`src/rtl/sub_chunked_seq_if.sv`:
```
// Chunk-level handshake bundle for sub_chunked_seq: operand chunks in, difference chunk and
// framing/status out.
interface sub_chunked_seq_if #(
    parameter int unsigned W = 8
) ();
    logic         start;
    logic [W-1:0] a;
    logic [W-1:0] b;
    logic [W-1:0] c;
    logic         valid;
    logic         last;
    logic         busy;
    logic         done;
    logic         borrow_out;
    logic         eq;

    modport master (
        output start, a, b,
        input  c, valid, last, busy, done, borrow_out, eq
    );

    modport slave (
        input  start, a, b,
        output c, valid, last, busy, done, borrow_out, eq
    );
endinterface

```
`src/rtl/sub_chunked_seq.sv`:
```
// Multi-cycle N-bit subtractor, one W = N/CC bit chunk per cycle, LS chunk first.
// Optional running equality flag enabled by defining SUB_CHUNKED_EQ_FLAG_EN.
module sub_chunked_seq #(
    parameter int unsigned N  = 128,
    parameter int unsigned CC = 16
) (
    input logic              clk,
    input logic              rst,
    sub_chunked_seq_if.slave bus
);
    localparam int unsigned W    = N / CC;
    localparam int unsigned CntW = (CC > 1) ? $clog2(CC) : 1;
    localparam logic [CntW-1:0] CntLast = CntW'(CC - 1);

    typedef enum logic [0:0] {StIdle, StRun} state_e;

    state_e          state_q, state_d;
    logic [CntW-1:0] cnt_q, cnt_d;
    logic            borrow_q;
    logic            borrow_out_q;
    logic            done_q;
    logic            active;
    logic            last_chunk;
    logic            bin;
    logic            bnext;
    logic [W:0]      diff;

    always_ff @(posedge clk or posedge rst) begin
        if (rst) begin
            state_q      <= StIdle;
            cnt_q        <= '0;
            borrow_q     <= 1'b0;
            borrow_out_q <= 1'b0;
            done_q       <= 1'b0;
        end else begin
            state_q <= state_d;
            cnt_q   <= cnt_d;
            done_q  <= last_chunk;
            if (active) borrow_q <= bnext;
            // Final borrow becomes visible together with done.
            if (last_chunk) borrow_out_q <= bnext;
        end
    end

    always_comb begin
        state_d = state_q;
        cnt_d   = cnt_q;
        unique case (state_q)
            StIdle: begin
                if (bus.start) begin
                    cnt_d   = (CC == 1) ? '0 : CntW'(1);
                    state_d = (CC == 1) ? StIdle : StRun;
                end
            end
            StRun: begin
                if (last_chunk) begin
                    cnt_d   = '0;
                    state_d = StIdle;
                end else begin
                    cnt_d = cnt_q + CntW'(1);
                end
            end
            default: begin
                state_d = StIdle;
                cnt_d   = '0;
            end
        endcase
    end

    always_comb begin
        bus.busy = (state_q == StRun);
        // start in RUN is a don't-care; in IDLE it opens chunk 0 with a clean borrow.
        active     = (state_q == StRun) | bus.start;
        bin        = (state_q == StRun) ? borrow_q : 1'b0;
        // cnt_q is 0 in IDLE, so this also covers the CC == 1 single-chunk case.
        last_chunk = active & (cnt_q == CntLast);
        diff       = {1'b0, bus.a} - {1'b0, bus.b} - {{W{1'b0}}, bin};
        bnext      = diff[W];
        bus.c          = diff[W-1:0];
        bus.valid      = active;
        bus.last       = last_chunk;
        bus.done       = done_q;
        bus.borrow_out = borrow_out_q;
    end

`ifdef SUB_CHUNKED_EQ_FLAG_EN
    logic zq_q;
    logic zq_d;
    logic eq_q;

    assign zq_d = ((state_q == StRun) ? zq_q : 1'b1) & (diff[W-1:0] == '0);

    always_ff @(posedge clk or posedge rst) begin
        if (rst) begin
            zq_q <= 1'b0;
            eq_q <= 1'b0;
        end else begin
            if (active) zq_q <= zq_d;
            if (last_chunk) eq_q <= zq_d & ~bnext;
        end
    end

    assign bus.eq = eq_q;
`else
    assign bus.eq = 1'b0;
`endif
endmodule

```
`src/flat_wrapper.sv`:
```
// flat-port wrapper written by rule: the top's interface ports become plain ports
module sub_chunked_seq_flat 
#(
    parameter int unsigned N  = 128,
    parameter int unsigned CC = 16
)
  (clk, rst, bus_start, bus_a, bus_b, bus_c, bus_valid, bus_last, bus_busy, bus_done, bus_borrow_out, bus_eq);
  sub_chunked_seq_if bus_i ();
  input logic clk;
  input logic rst;
  input wire logic [$bits(bus_i.start)-1:0] bus_start;
  input wire logic [$bits(bus_i.a)-1:0] bus_a;
  input wire logic [$bits(bus_i.b)-1:0] bus_b;
  output wire logic [$bits(bus_i.c)-1:0] bus_c;
  output wire logic [$bits(bus_i.valid)-1:0] bus_valid;
  output wire logic [$bits(bus_i.last)-1:0] bus_last;
  output wire logic [$bits(bus_i.busy)-1:0] bus_busy;
  output wire logic [$bits(bus_i.done)-1:0] bus_done;
  output wire logic [$bits(bus_i.borrow_out)-1:0] bus_borrow_out;
  output wire logic [$bits(bus_i.eq)-1:0] bus_eq;
  assign bus_i.start = bus_start;
  assign bus_i.a = bus_a;
  assign bus_i.b = bus_b;
  assign bus_c = bus_i.c;
  assign bus_valid = bus_i.valid;
  assign bus_last = bus_i.last;
  assign bus_busy = bus_i.busy;
  assign bus_done = bus_i.done;
  assign bus_borrow_out = bus_i.borrow_out;
  assign bus_eq = bus_i.eq;
  sub_chunked_seq #(.N(N), .CC(CC)) u_core (.clk(clk), .rst(rst), .bus(bus_i));
endmodule
```
`config.mk`:
```
export PLATFORM = sky130hd
export DESIGN_NAME = sub_chunked_seq_flat
export DESIGN_NICKNAME = d
export VERILOG_FILES = /design/src/rtl/sub_chunked_seq_if.sv /design/src/rtl/sub_chunked_seq.sv /design/src/flat_wrapper.sv
export SDC_FILE = /design/constraint.sdc
export NUM_CORES = 1
export LEC_CHECK = 0
export CAP_MARGIN = 0
export CORE_MARGIN = 4
export CORE_UTILIZATION = 35
export DETAILED_ROUTE_END_ITERATION = 10
export PLACE_DENSITY = 0.69
export RECOVER_POWER = 50
export SLEW_MARGIN = 20
export SYNTH_ARGS = -nofsm -noshare
export SYNTH_HDL_FRONTEND = slang
export SYNTH_SLANG_ARGS = --single-unit
```
`constraint.sdc`:
```
create_clock -name clk -period 7.09 [get_ports clk]
set_clock_uncertainty 0.15 [all_clocks]
set_input_delay 1.0635 -clock clk [delete_from_list [all_inputs] [get_ports clk]]
set_output_delay 1.0635 -clock clk [all_outputs]
set_load 0.05 [all_outputs]
```
==> key figures, run 1 <==
Critical path
  – CP max stage delay: 0.70 ns
  – Critical path arrival: 4.02 ns
  – Worst EP required: 5.88 ns
  – CP Capture Type: output pin
  – Worst flop-to-flop path endpoint: u_core.borrow_q
  – CP top delay family: buffers and inverters
  – Worst-path cell chain: clkdlybuf4s50_1, inv_1, fa_1, inv_1, ha_1, o21ai_1, nand3b_1, a31oi_1, nor4bb_1, a311o_1, clkdlybuf4s50_1
  – CP max FO: 3
  – Slowest stage cell, crit path: clkdlybuf4s50_1
  – R2R depth: 9
  – Startpoint Class: input port
  – Crit Path Class: in2out
  – R2r startpoint: u_core.bus.busy
  – Flop-to-flop setup slack: 4.71 ns
  – Number of stages on the worst setup path: 11
  – Buf/Inv on CP: 4

Status
  – Outcome: completed

Yosys
  – Post-Syn Area: 915 sq um
  – Syn avg cell area: 8.39 sq um
  – Yosys warnings: 0
  – Sequential fraction of the synthesis area: 21.9%
  – Async SR Flop Fraction: 100%
  – Primary FF master, synth: dfrtp_1
  – Syn Inst Count: 109
  – Top cell type's share of synthesized area: 21.9%
  – Area contributors post-synth: dfrtp_1 (22%), ha_1 (21%), inv_1 (11%)
  – Syn Nets: 145
  – Number of synthesized flops with an enable pin: 0
  – Yosys top cell by area: dfrtp_1
  – #FFs+latches synth: 8
  – Library cells used by synthesis: 32

CTS
  – Max Buffers Root-to-Sink: 2
  – Post-CTS Setup Inserts: 0
  – Num CTS Buffers: 3
  – Worst-Skew Late Latency: 0.25 ns
  – CTS tree: built
  – # clock sinks: 8
  – CTS H-Tree Depth: 1
  – Hold_buf cts: 0
  – Root cell of the clock tree: clkbuf_4
  – CTS resizes: 0
  – Worst-path clk slew: 0.05 ns

Global routing
  – GRT Util Overall: 11.4%
  – First-pass GRT wire length: 3190 um
  – Initial antenna violation count: 0
  – Remaining Overflow, GRT: 0
  – Number of global-route vias before repair: 800
  – Largest net degree at the start of global routing: 11

Power and ir drop
  – Lkg Pwr: 0.000606 uW
  – Peak VDD IR: 154 uV
  – Pwr/cell area: 302 nW/um^2

Routing
  – Routed Antenna Nets: 0
  – DR pass1 iterations: 3
  – Drt drc: 0
  – Vias/cell: 4.76
  – Drt initial violations: 8
  – Via count: 776
  – WL final: 1690 um
  – DR WL/cell: 10.4 um

Hold path
  – Hold path cells: 1
  – Worst min-delay path category: reg2reg
  – Hold Crit Start: u_core.cnt_q[3]
  – Hold endpoint: u_core.cnt_q[3]

Timing
  – Fmax: 191 MHz
  – Post-route clock period utilization: 73.8%
  – Relative slew slack: 65.0%
  – Unrepaired setup endpoints after global routing: no
  – WHS: 0.339 ns
  – Endpoints failing hold: 0
  – Final setup violation count: 0
  – Post-route minimum period: 5.23 ns
  – Final setup TNS: 0 ns
  – Worst Tran Pin Value: 0.524 ns
  – Final Max Slew Viols: 0

Floorplanning
  – I/O pin count: 33
  – Die footprint: 3500 sq um
  – Core area: 2480 sq um
  – Die W: 59.1 um
  – Die Span Y: 59.1 um
  – Row cnt: 18
  – Initial Util: 36.9%

Placement
  – Placed Area: 1190 sq um
  – Post-DP HPWL: 1480 um
  – IO Port Bufs: 31
  – GP Congestion: 0.724

Cells and area
  – Final Net Count: 171
  – N_diodes: 0
  – Final Cell Area: 1210 sq um
  – Final core utilization: 49.0%
  – Area Overhead vs Synth: 32.7%
  – Filler cell count in the final layout: 243
  – Layout cells sized above 1: 4.51%

Flow run
  – Max cap viols: 0
## worst reg2reg max path, delay by kind of cell (launching register included)
family	cells	cell delay, ns
flip-flops	1	0.49
AO/OA/AOI/OAI	3	0.53
adder cells (fa/ha/maj)	2	0.65
AND/OR/NAND/NOR	2	0.20
buffers and inverters	1	0.08
XOR/XNOR	1	0.16
## synth_stat cells (2+ instances only)
library cell and instances:
nor2_1 4, a21oi_1 4, a21o_1 2, ha_1 15
nand2_1 5, o21ai_0 5, xnor2_1 5, inv_1 26
buf_4 9, o21ai_1 2, nand3b_1 2, xor2_1 2
fa_1 2, dfrtp_1 8
## flip-flops by register name, summed over array words and instances (netlist names)
signal	count
u_core.borrow_q	1
u_core.bus.busy	1
u_core.bus.done	1
u_core.cnt_q	4
u_core.bus.borrow_out	1
## routing by layer
metal | vias to the layer above | track usage [%] | share of wire (%)
met5 | - | 0 | 0
met4 | 0 | 4.85 | 0.94
met1 | 358 | 13.4 | 42
met2 | 21 | 21.3 | 52
li1 | 395 | - | -
met3 | 2 | 0.654 | 4.5
## layout by cell type (no fill, tap or decap), types with 2 or more instances in the layout
cell | Yosys | layout
a21oi_1 | 4 | 4
xnor2_1 | 5 | 5
inv_1 | 26 | 26
a21o_1 | 2 | 2
dlygate4sd3_1 | 0 | 2
nand3b_1 | 2 | 2
dfrtp_1 | 8 | 8
nand2_1 | 5 | 5
clkbuf_4 | 0 | 3
o21ai_0 | 5 | 5
nor2_1 | 4 | 4
xor2_1 | 2 | 2
ha_1 | 15 | 15
o21ai_1 | 2 | 2
clkdlybuf4s50_1 | 0 | 29
fa_1 | 2 | 2
## worst max-delay path by stage
| stage | slack [ns] | from | endpoint |
|---|---|---|---|
| finish | 1.86 | bus_b[0] | bus_c[7] |
| global route | 1.69 | bus_b[0] | bus_c[7] |
| CTS | 1.85 | bus_b[0] | bus_c[7] |
| detailed placement | 1.88 | bus_b[0] | bus_c[7] |
| global placement | 1.91 | bus_b[0] | bus_c[7] |
| floorplan | 3.00 | bus_b[0] | bus_c[7] |
## report_power, final
part / total, uW / internal, uW / switching [uW]
logic: 251 / 101 / 150
registers: 80.4 / 63.8 / 16.6
clock network: 34.9 / 19.4 / 15.5
## layout make-up
cell class / instances / area, sq um / share of cell area, %
tap: 30 / 37.5 / 3.09
inverter: 26 / 97.6 / 8.04
timing repair buffer: 31 / 310 / 25.6
sequential: 8 / 200 / 16.5
clock buffer: 3 / 22.5 / 1.86
multi-input combinational: 65 / 546 / 44.9
## cells by family (layout without fill, tap and decap cells)
kind of cell	Yosys count	in the layout	synth area share, %
XOR/XNOR	7	7	6.70
AO/OA/AOI/OAI	22	22	16.0
flip-flops	8	8	21.9
multiplexers	1	1	1.09
adder cells (fa/ha/maj)	17	17	24.9
other	1	1	0.410
buffers and inverters	36	60	18.5
AND/OR/NAND/NOR	17	17	10.5
## metrics by stage
stage | total power (uW) | setup WS [ns] | std cells
3_3_place_gp | 329 | 1.91 | 160
2_1_floorplan | 284 | 3.00 | 109
4_1_cts | 372 | 1.85 | 163
5_1_grt | 400 | 1.69 | 163
6_report | 367 | 1.86 | 163
3_5_place_dp | 335 | 1.88 | 160
(Power assumes the default switching activity.)
==> inputs of run 2 (changes only) <==
Settings changed: PLACE_DENSITY 0.69 to 0.72.
Clock period 7.09 ns to 4.2 ns, I/O delays scaled along.
==> key figures, run 2 (synthesis results as in run 1) <==
Timing
  – WHS: 0.330 ns (-0.00894 ns)
  – Post-route clock period utilization: 93.2%
  – Worst Tran Pin Value: 0.496 ns (-0.0275 ns)
  – Final Max Slew Viols: 0 (unchanged)
  – Endpoints failing hold: 0 (unchanged)
  – Final setup TNS: 0 ns (unchanged)
  – Relative slew slack: 66.8% (+1.8 points)
  – Final setup violation count: 0 (unchanged)
  – Unrepaired setup endpoints after global routing: no
  – Post-route minimum period: 3.92 ns
  – Fmax: 255 MHz

Global routing
  – Initial antenna violation count: 0 (unchanged)
  – GRT Util Overall: 11.1% (-0.37 points)
  – Remaining Overflow, GRT: 0 (unchanged)
  – Number of global-route vias before repair: 773 (-3.4%)
  – First-pass GRT wire length: 3040 um (-4.9%)
  – Largest net degree at the start of global routing: 11 (unchanged)

Critical path
  – Crit Path Class: in2out
  – Worst EP required: 3.42 ns (-2.46 ns)
  – R2r startpoint: u_core.bus.busy
  – Critical path arrival: 3.14 ns (-0.88 ns)
  – Slowest stage cell, crit path: fa_1
  – Startpoint Class: input port
  – R2R depth: 9 (unchanged)
  – Buf/Inv on CP: 4 (unchanged)
  – Worst-path cell chain: clkdlybuf4s50_1, inv_1, fa_1, inv_1, ha_1, o21ai_1, nand3b_1, a31oi_1, nor4bb_1, a311o_1, buf_4
  – CP Capture Type: output pin
  – CP max stage delay: 0.57 ns (-0.13 ns)
  – Flop-to-flop setup slack: 1.81 ns (-2.90 ns)
  – CP top delay family: buffers and inverters
  – CP most frequent cell: inv_1
  – CP max FO: 3 (unchanged)
  – Worst flop-to-flop path endpoint: u_core.borrow_q

Routing
  – Via count: 757 (-2.4%)
  – DR WL/cell: 10.5 um (+0.83%)
  – DR pass1 iterations: 4 (+1)
  – Routed Antenna Nets: 0 (unchanged)
  – Vias/cell: 4.64 (-2.4%)
  – Drt initial violations: 14 (+6)
  – Drt drc: 0 (unchanged)
  – WL final: 1710 um (+0.83%)

Placement
  – GP Congestion: 0.748 (+3.2%)
  – Post-DP HPWL: 1490 um (+0.51%)
  – Placed Area: 1200 sq um (+1.1%)
  – IO Port Bufs: 31 (unchanged)

Cells and area
  – Final Net Count: 171 (unchanged)
  – Area Overhead vs Synth: 34.1%
  – Commonest non-fill, non-tap cell in the layout: inv_1
  – Max reg flops: 4 (unchanged)
  – N_diodes: 0 (unchanged)
  – Final core utilization: 49.5% (+0.50 points)
  – Most frequent cells in the layout: inv_1 (26), clkdlybuf4s50_1 (24), ha_1 (15)
  – Layout cells sized above 1: 8.27% (+3.8 points)
  – Final Cell Area: 1230 sq um (+1.0%)
  – Most flops, register: u_core.cnt_q

Power and ir drop
  – Lkg Pwr: 0.000620 uW (+2.2%)
  – Tot Pwr: 633 uW (+73%)
  – Pwr/cell area: 516 nW/um^2 (+71%)
  – Peak VDD IR: 219 uV (+43%)

Hold path
  – Worst min-delay path category: reg2reg
  – Hold path cells: 1 (unchanged)
  – Hold endpoint: u_core.cnt_q[3]
  – Hold Crit Start: u_core.cnt_q[3]

CTS
  – Hold_buf cts: 0 (unchanged)
  – # clock sinks: 8 (unchanged)
  – Num CTS Buffers: 3 (unchanged)
  – Post-CTS Setup Inserts: 0 (unchanged)
  – Worst-Skew Late Latency: 0.25 ns (about the same)
  – Worst-path clk slew: 0.05 ns (about the same)
  – CTS tree: built
  – CTS resizes: 0 (unchanged)
  – Root cell of the clock tree: clkbuf_4
  – Max Buffers Root-to-Sink: 2 (unchanged)
  – CTS H-Tree Depth: 1 (unchanged)

Floorplanning
  – Die W: 59.1 um (unchanged)
  – Die Span Y: 59.1 um (unchanged)
  – Die footprint: 3500 sq um (unchanged)
  – Core area: 2480 sq um (unchanged)
  – Initial Util: 36.9% (unchanged)
  – I/O pin count: 33 (unchanged)
  – Row cnt: 18 (unchanged)

Flow run
  – Max cap viols: 0 (unchanged)

Status
  – Outcome: completed
[run 2: worst max-delay path by stage]
stage / slack [ns] / depth (start not counted) / start / to
final: 0.28 / 11 / bus_b[0] / bus_c[7]
after global routing: 0.18 / 11 / bus_b[0] / bus_c[7]
after CTS: 0.28 / 11 / bus_b[0] / bus_c[7]
after detailed placement: 0.28 / 11 / bus_b[0] / bus_c[7]
after global placement: 0.39 / 11 / bus_b[0] / bus_c[7]
after floorplan: 0.71 / 11 / u_core.bus.busy / bus_c[7]
[run 2: stage by stage]
stage          instances  setup WS (ns)
6_report             163          0.284
3_3_place_gp         160          0.386
3_5_place_dp         160          0.282
4_1_cts              163          0.278
5_1_grt              163          0.183
2_1_floorplan        109          0.713
[run 2: power by group]
part	internal [uW]	switching, uW	leakage [uW]
sequential	108	27.9	0.0000960
combinational	182	258	0.000510
clock	32.6	24.2	0.0000138
[run 2: routing by layer]
metal | GRT usage, % | wire (um) | vias up
met2 | 19.6 | 863 | 21
met4 | 3.88 | 21 | 0
met5 | 0 | 0 | -
li1 | - | - | 394
met1 | 12.6 | 707 | 340
met3 | 3.27 | 116 | 2
[run 2: worst register-to-register path, delay by kind of cell, from the launching register on]
family,cells,cell delay (ns)
AO/OA/AOI/OAI,3,0.53
XOR/XNOR,1,0.17
adder cells (fa/ha/maj),2,0.65
buffers and inverters,1,0.09
flip-flops,1,0.49
AND/OR/NAND/NOR,2,0.20
[run 2: final cells by class]
type / count / area, sq um
well taps: 30 / 37.5
multi-input cells: 65 / 546
clock buffers: 3 / 22.5
repair buffers: 31 / 323
fillers: 253 / 1250
inverters: 26 / 97.6
flip-flops and latches: 8 / 200
